[config.mk]
export PLATFORM = sky130hd
export DESIGN_NAME = led_blink_gen
export DESIGN_NICKNAME = d
export VERILOG_FILES = /design/src/rtl/led_blink_gen.sv
export SDC_FILE = /design/constraint.sdc
export NUM_CORES = 1
export LEC_CHECK = 0
export CAP_MARGIN = 20
export CORE_ASPECT_RATIO = 1.2
export CORE_MARGIN = 4
export CORE_UTILIZATION = 66
export DETAILED_ROUTE_END_ITERATION = 12
export DONT_BUFFER_PORTS = 1
export PLACE_DENSITY = 0.82
export RECOVER_POWER = 100
export SLEW_MARGIN = 30
export SYNTH_ARGS = -nofsm -noshare
export SYNTH_HDL_FRONTEND = slang
export SYNTH_SLANG_ARGS = --single-unit
[constraint.sdc]
create_clock -name SYSCLK -period 3.7 [get_ports SYSCLK]
set_input_delay 0.74 -clock SYSCLK [delete_from_list [all_inputs] [get_ports SYSCLK]]
set_output_delay 0.74 -clock SYSCLK [all_outputs]
set_load 0.03 [all_outputs]
[src/rtl/led_blink_gen.sv]
// LED blink timebase. SYSCLK is divided down to a 25 ms tick. Two phase
// counters advance on that tick: a 160-tick (4 s) frame and a 56-tick (1.4 s)
// frame. Every blink waveform is decoded from these counters, so all LEDs stay
// in lock-step. SYNC_CLR restarts every pattern at phase 0.
module led_blink_gen #(
    parameter int TICK_CYCLES = 625000
) (
    input  logic SYSCLK,
    input  logic RESET_N,
    input  logic SYNC_CLR,
    output logic TICK_25MS,
    output logic CLK_1HZ,
    output logic CLK_2HZ,
    output logic CLK_4HZ,
    output logic CLK_4HZ_500MS,
    output logic CLK_4HZ_3500MS,
    output logic CLK_07S
);

    localparam int PRE_W = (TICK_CYCLES > 1) ? $clog2(TICK_CYCLES) : 1;
    localparam logic [PRE_W-1:0] PRE_LAST = PRE_W'(TICK_CYCLES - 1);

    // Prescaler and phase counters. m10/m20/m40 track ph modulo 10/20/40;
    // because 160 is a multiple of 40 they wrap exactly in step with ph.
    logic [PRE_W-1:0] pre_q, pre_d;
    logic [7:0]       ph_q, ph_d;
    logic [5:0]       p7_q, p7_d;
    logic [3:0]       m10_q, m10_d;
    logic [4:0]       m20_q, m20_d;
    logic [5:0]       m40_q, m40_d;

    // Registered outputs.
    logic tick_q, tick_d;
    logic clk_1hz_q, clk_1hz_d;
    logic clk_2hz_q, clk_2hz_d;
    logic clk_4hz_q, clk_4hz_d;
    logic clk_4hz_500ms_q, clk_4hz_500ms_d;
    logic clk_4hz_3500ms_q, clk_4hz_3500ms_d;
    logic clk_07s_q, clk_07s_d;

    logic tick;

    // Next-state: prescaler, tick-gated phase counters, phase clear, decode.
    always_comb begin
        tick  = (pre_q == PRE_LAST);
        pre_d = tick ? '0 : pre_q + PRE_W'(1);
        ph_d  = ph_q;
        p7_d  = p7_q;
        m10_d = m10_q;
        m20_d = m20_q;
        m40_d = m40_q;

        if (tick) begin
            ph_d  = (ph_q  == 8'd159) ? 8'd0 : ph_q  + 8'd1;
            p7_d  = (p7_q  == 6'd55)  ? 6'd0 : p7_q  + 6'd1;
            m10_d = (m10_q == 4'd9)   ? 4'd0 : m10_q + 4'd1;
            m20_d = (m20_q == 5'd19)  ? 5'd0 : m20_q + 5'd1;
            m40_d = (m40_q == 6'd39)  ? 6'd0 : m40_q + 6'd1;
        end

        // Phase clear wins over a coincident tick; that tick is dropped.
        if (SYNC_CLR) begin
            pre_d = '0;
            ph_d  = 8'd0;
            p7_d  = 6'd0;
            m10_d = 4'd0;
            m20_d = 5'd0;
            m40_d = 6'd0;
        end

        tick_d = tick & ~SYNC_CLR;

        // Decode from the updated counters so outputs move with the counters.
        clk_4hz_d        = (m10_d < 4'd5);
        clk_2hz_d        = (m20_d < 5'd10);
        clk_1hz_d        = (m40_d < 6'd20);
        clk_4hz_500ms_d  = (m40_d < 6'd20) & clk_4hz_d;
        clk_4hz_3500ms_d = (ph_d < 8'd20) & clk_4hz_d;
        clk_07s_d        = (p7_d < 6'd28);
    end

    // State registers; reset puts everything at phase 0 with outputs high.
    always_ff @(posedge SYSCLK) begin
        if (!RESET_N) begin
            pre_q            <= '0;
            ph_q             <= 8'd0;
            p7_q             <= 6'd0;
            m10_q            <= 4'd0;
            m20_q            <= 5'd0;
            m40_q            <= 6'd0;
            tick_q           <= 1'b0;
            clk_1hz_q        <= 1'b1;
            clk_2hz_q        <= 1'b1;
            clk_4hz_q        <= 1'b1;
            clk_4hz_500ms_q  <= 1'b1;
            clk_4hz_3500ms_q <= 1'b1;
            clk_07s_q        <= 1'b1;
        end else begin
            pre_q            <= pre_d;
            ph_q             <= ph_d;
            p7_q             <= p7_d;
            m10_q            <= m10_d;
            m20_q            <= m20_d;
            m40_q            <= m40_d;
            tick_q           <= tick_d;
            clk_1hz_q        <= clk_1hz_d;
            clk_2hz_q        <= clk_2hz_d;
            clk_4hz_q        <= clk_4hz_d;
            clk_4hz_500ms_q  <= clk_4hz_500ms_d;
            clk_4hz_3500ms_q <= clk_4hz_3500ms_d;
            clk_07s_q        <= clk_07s_d;
        end
    end

    assign TICK_25MS      = tick_q;
    assign CLK_1HZ        = clk_1hz_q;
    assign CLK_2HZ        = clk_2hz_q;
    assign CLK_4HZ        = clk_4hz_q;
    assign CLK_4HZ_500MS  = clk_4hz_500ms_q;
    assign CLK_4HZ_3500MS = clk_4hz_3500ms_q;
    assign CLK_07S        = clk_07s_q;

endmodule

==> results of run 1 <==
[worst reg2reg max path: cells and delay by family (launching register included)]
| kind | cells | cell delay [ns] |
|---|---|---|
| and+or+nand+nor | 4 | 1.50 |
| AOI/OAI and AO/OA | 2 | 0.44 |
| DFF | 1 | 0.40 |
| adders and majority gates | 1 | 0.27 |
[path summary, 6_finish.rpt]
check	endpoint	slack [ns]	depth (start not counted)	start
hold reg to reg	m40_q[1]	0.49	2	m40_q[1]
setup / recovery	CLK_4HZ_3500MS	1.0	7	pre_q[0]
hold / removal	m40_q[1]	0.49	2	m40_q[1]
setup reg to reg	CLK_4HZ_3500MS	1.0	7	pre_q[0]
[cells by family after synthesis]
| logic type | synth area share (%) |
|---|---|
| multiplexers | 0.719 |
| AND/OR/NAND/NOR | 31.6 |
| XOR/XNOR | 8.81 |
| flip-flops | 40.3 |
| adder cells (fa/ha/maj) | 3.15 |
| buffers and inverters | 3.33 |
| AO/OA/AOI/OAI | 12.1 |
[metrics by stage]
stage | setup slack, ns | hold slack [ns] | area (µm²)
detailed placement | 1.18 | 0.457 | 2790
global route | 0.857 | 0.504 | 2910
floorplan | 1.39 | 0.430 | 2780
CTS | 1.14 | 0.488 | 2920
finish | 0.995 | 0.485 | 2910
global placement | 1.26 | 0.444 | 2790
[layer usage]
layer  wire length, µm  share of wire, %  GRT usage (%)
met5                 0                 0              0
met4                74               1.4           6.29
met3               146               2.7           4.38
met2              2690                51           40.1
met1              2400                45           25.8
[power breakdown]
group	total (mW)	internal [mW]	switching, mW
sequential	0.604	0.603	0.00117
clock	0.423	0.239	0.184
combinational	0.0130	0.00262	0.0104
[synth_stat cells, types with 4 or more instances]
library cell / instances
dfxtp_1: 56
nor2_1: 52
nand2_1: 39
nand3_1: 23
a21oi_1: 21
xor2_1: 16
clkbuf_1: 12
xnor2_1: 12
nor3_1: 10
o21ai_0: 8
ha_1: 7
and3_1: 6
nand4_1: 5
inv_1: 4
nor2b_1: 4
[layout make-up]
| type | instances | area [µm²] | area share (%) |
|---|---|---|---|
| Clock buffer | 7 | 96.3 | 3.31 |
| Clock inverter | 1 | 30.0 | 1.03 |
| Inverter | 4 | 15.0 | 0.517 |
| Multi-Input combinational cell | 260 | 1560 | 53.7 |
| Sequential cell | 56 | 1120 | 38.6 |
| Tap cell | 54 | 67.6 | 2.32 |
| Timing Repair Buffer | 2 | 15.0 | 0.517 |
[sequential cells by signal (all words and copies together) (netlist names), 4 cells and up]
signal and flops:
ph_q 8, p7_q 6, m10_q 4, m20_q 5, m40_q 6, pre_q 20
==> results.json, run 1 <==
{
  "grt_pass1_vias": 2168,
  "max_stage_delay_ns": 0.57,
  "max_freq_ghz": 0.370,
  "worst_slew_pin_slew_ns": 0.602,
  "port_buffers": 0,
  "finalWirelength_um": 5310,
  "drtIter0Drc": 143,
  "cellLeakagePower_nw": 0.995,
  "ios": 10,
  "syn_area_um2": 2780,
  "die-area_um2": 5330,
  "n_fill_cell": 329,
  "cp_slowest_cell": "or4_1",
  "final_common_cell": "dfxtp_1",
  "dp.cells": 376,
  "cts_tree": "done",
  "antenna_found_initial": 0,
  "yosysWarnings": 0,
  "postCtsHoldBufs": 0,
  "cp-start-kind": "register",
  "total_power_mw": 1.04,
  "instances_no_fill": 384,
  "power_density_nw_per_um2": 358,
  "ir_drop_mv": 0.270,
  "synth_area_leaders": "dfxtp_1 (40%), nor2_1 (7.0%), nand2_1 (5.3%), xor2_1 (5.0%), nand3_1 (4.1%)",
  "syn-instance-count": 338,
  "dpl.hpwl_um": 3660,
  "critical_path_required_ns": 3.90,
  "cp_num_buf_inv": 0,
  "finish.utilization_pct": 72.6,
  "chipHeight_um": 79.1,
  "grtUsageTotal_pct": 22.2,
  "min_period_ns": 2.70,
  "start_util_pct": 69.5,
  "fp.dieW_um": 67.3,
  "path_cells": "ha_1 > nand2_1 > or4_1 > nor2_8 > o22ai_1 > or4_1 > o41ai_1",
  "ys_ff_latch": 56,
  "path_delay_family": "simple AND/OR/NAND/NOR gates",
  "cts-root-buf": "clkbuf_8",
  "post-route-period-util_pct": 73.1,
  "core_area_um2": 4000,
  "cts_max_path_buffers": 2,
  "cpMostUsedCell": "or4_1",
  "ctsResizeCount": 0,
  "grt-ovfl-total": 0,
  "async_reset_ff_share_pct": 0,
  "final_cell_mix": "dfxtp_1 (56), nor2_1 (52), nand2_1 (39), nand3_1 (23), a21oi_1 (21)",
  "grt_setup_unrepaired": "false",
  "via_per_inst": 5.90,
  "setup_tns_ns": 0,
  "hp-class": "reg2reg",
  "syn_to_final_growth_pct": 4.40,
  "critPathCaptureType": "register",
  "postRouteAntennaNets": 0,
  "num_vias": 2267,
  "drive_gt1_share_pct": 6.06,
  "yosysTopAreaCellShare_pct": 40.3,
  "finClkSkew_ns": 0.00887,
  "slew_headroom_pct": 59.7,
  "synth-edff-count": 0,
  "rows": 25,
  "cts.sinks": 56,
  "numCtsBuffers": 5,
  "ys_seq_area_share_pct": 40.3,
  "drv_slew": 0,
  "layout.nets": 339,
  "status": "complete, no violations",
  "synth.net_count": 348,
  "antenna_cells": 0,
  "htreeDepth": 2,
  "hold_viol": 0,
  "clk_latency_ns": 0.30,
  "synth.distinct_cells": 54,
  "post_drt_wl_per_cell_um": 13.8,
  "crit_type": "reg2reg",
  "place_congestion": 0.849,
  "drcViolationCount": 0,
  "grt_max_degree": 30,
  "clk_pin_slew_ns": 0.09,
  "maxCapViolCount": 0,
  "syn_area_per_cell_um2": 8.24,
  "cts_setup_buffers": 0,
  "cp_max_fo": 18,
  "ys.flop_type": "dfxtp_1",
  "cp.arrival_ns": 2.91,
  "drtPass1Iterations": 5,
  "grt_pass1_wl_um": 9340,
  "setup_viol": 0,
  "synth_top_cell_by_area": "dfxtp_1"
}
Power figures use the tool's default switching activity.
==> run 2: changes to the inputs <==
--- a/config.mk
+++ b/config.mk
@@ -8,10 +8,10 @@
 export CAP_MARGIN = 20
 export CORE_ASPECT_RATIO = 1.2
 export CORE_MARGIN = 4
-export CORE_UTILIZATION = 66
+export CORE_UTILIZATION = 57
 export DETAILED_ROUTE_END_ITERATION = 12
 export DONT_BUFFER_PORTS = 1
-export PLACE_DENSITY = 0.82
+export PLACE_DENSITY = 0.75
 export RECOVER_POWER = 100
 export SLEW_MARGIN = 30
 export SYNTH_ARGS = -nofsm -noshare
==> constraint.sdc (replaced) <==
create_clock -name SYSCLK -period 2.4 [get_ports SYSCLK]
set_input_delay 0.48 -clock SYSCLK [delete_from_list [all_inputs] [get_ports SYSCLK]]
set_output_delay 0.48 -clock SYSCLK [all_outputs]
set_load 0.03 [all_outputs]
==> results.json, run 2 (synthesized netlist as in run 1, its figures left out) <==
{
  "finClkSkew_ns": 0.0130,
  "ios": 10,
  "final_common_cell": "dfxtp_1",
  "setup_tns_ns": 0,
  "cts.sinks": 56,
  "finish.utilization_pct": 64.9,
  "finalWirelength_um": 5710,
  "grt_setup_unrepaired": "false",
  "hold_viol": 0,
  "maxCapViolCount": 0,
  "critPathCaptureType": "register",
  "clk_latency_ns": 0.31,
  "start_util_pct": 59.7,
  "fp.dieW_um": 71.8,
  "antenna_found_initial": 0,
  "post-route-period-util_pct": 97.1,
  "clk_pin_slew_ns": 0.09,
  "grtUsageTotal_pct": 20.5,
  "dpl.hpwl_um": 4120,
  "layout.nets": 352,
  "ir_drop_mv": 0.314,
  "power_density_nw_per_um2": 521,
  "hp-class": "in2reg",
  "place_area_um2": 2880,
  "drive_gt1_share_pct": 11.4,
  "antenna_cells": 0,
  "cts_tree": "done",
  "crit_type": "reg2reg",
  "cts-root-buf": "clkbuf_8",
  "cellLeakagePower_nw": 1.06,
  "grt_max_degree": 30,
  "core_area_um2": 4660,
  "numCtsBuffers": 5,
  "largest_register_ffs": 20,
  "grt_pass1_wl_um": 10100,
  "drv_slew": 0,
  "largestRegisters": "pre_q x20, ph_q x8",
  "num_vias": 2345,
  "slew_headroom_pct": 62.2,
  "chipHeight_um": 84.6,
  "max_freq_ghz": 0.429,
  "rows": 27,
  "cp.arrival_ns": 2.55,
  "drtPass1Iterations": 4,
  "drtIter0Drc": 170,
  "min_period_ns": 2.33,
  "post_drt_wl_per_cell_um": 14.2,
  "worst_slew_pin_slew_ns": 0.566,
  "postRouteAntennaNets": 0,
  "finalInstanceArea_um2": 3020,
  "place_congestion": 0.835,
  "critical_path_required_ns": 2.62,
  "htreeDepth": 2,
  "status": "complete, no violations",
  "port_buffers": 0,
  "cts_max_path_buffers": 2,
  "final_cell_mix": "dfxtp_1 (54), nor2_1 (52), nand2_1 (39), nand3_1 (22), a21oi_1 (21)",
  "cp-start-kind": "register",
  "drcViolationCount": 0,
  "die-area_um2": 6070,
  "regMostFlops": "pre_q",
  "cp_max_fo": 4,
  "via_per_inst": 5.85,
  "grt-ovfl-total": 0,
  "postCtsHoldBufs": 0,
  "grt_pass1_vias": 2234,
  "setup_viol": 0,
  "syn_to_final_growth_pct": 8.63
}
## run 2: cell count changes in the layout (fill, tap and decap cells not counted), sizes merged
cell and change:
buf +11, clkinvlp +1, inv +1
## run 2: final cells by class
type	instances	area [µm²]
Fill cell	424	1640
Multi-Input combinational cell	260	1590
Sequential cell	56	1120
Timing Repair Buffer	15	106
Tap cell	58	72.6
Clock buffer	5	68.8
Clock inverter	3	46.3
Inverter	4	15.0
## run 2: timing repair
action                                 in CTS  in global routing
resized for setup                           0                  6
endpoints found under the hold margin       0                  0
buffers inserted                            0                  1
setup endpoints to repair                   0                  3
## run 2: worst max-delay path: stages, from the launching register on
cell,delay (ns)
dfxtp_2,0.37
ha_1,0.18
nand2_1,0.07
or4_4,0.54
nor2_8,0.13
o22ai_1,0.09
or4_4,0.56
o41ai_2,0.31
## run 2: through the flow
| stage | power [mW] | hold WS (ns) | std cells | setup slack [ns] |
|---|---|---|---|---|
| floorplan | 0.968 | 0.430 | 338 | 0.0902 |
| global placement | 0.977 | 0.446 | 392 | 0.155 |
| detailed placement | 0.977 | 0.469 | 392 | 0.108 |
| CTS | 1.59 | 0.425 | 400 | 0.0335 |
| global route | 1.65 | 0.422 | 401 | 0.0113 |
| finish | 1.58 | 0.439 | 401 | 0.0687 |
## run 2: metal layers
metal  global-route usage, %  vias up  wire [µm]
met5                       0        -          0
met4                    6.32        0         86
met3                    3.71        8        154
met2                    37.4       33       2960
met1                    23.8     1115       2500
li1                        -     1189          -
## run 2: final timing paths
| path | start | end | slack [ns] | depth (start not counted) |
|---|---|---|---|---|
| setup / recovery | pre_q[0] | CLK_4HZ_3500MS | 0.07 | 7 |
| hold / removal | SYNC_CLR | CLK_4HZ_3500MS | 0.44 | 3 |
| setup reg to reg | pre_q[0] | CLK_4HZ_3500MS | 0.07 | 7 |
| hold reg to reg | pre_q[0] | pre_q[0] | 0.45 | 1 |
## run 2: where the power goes
group / total [mW] / switching [mW] / internal (mW)
clock network: 0.621 / 0.307 / 0.315
registers: 0.932 / 0.00172 / 0.930
logic: 0.0234 / 0.0178 / 0.00566
total: 1.58 / 0.326 / 1.25
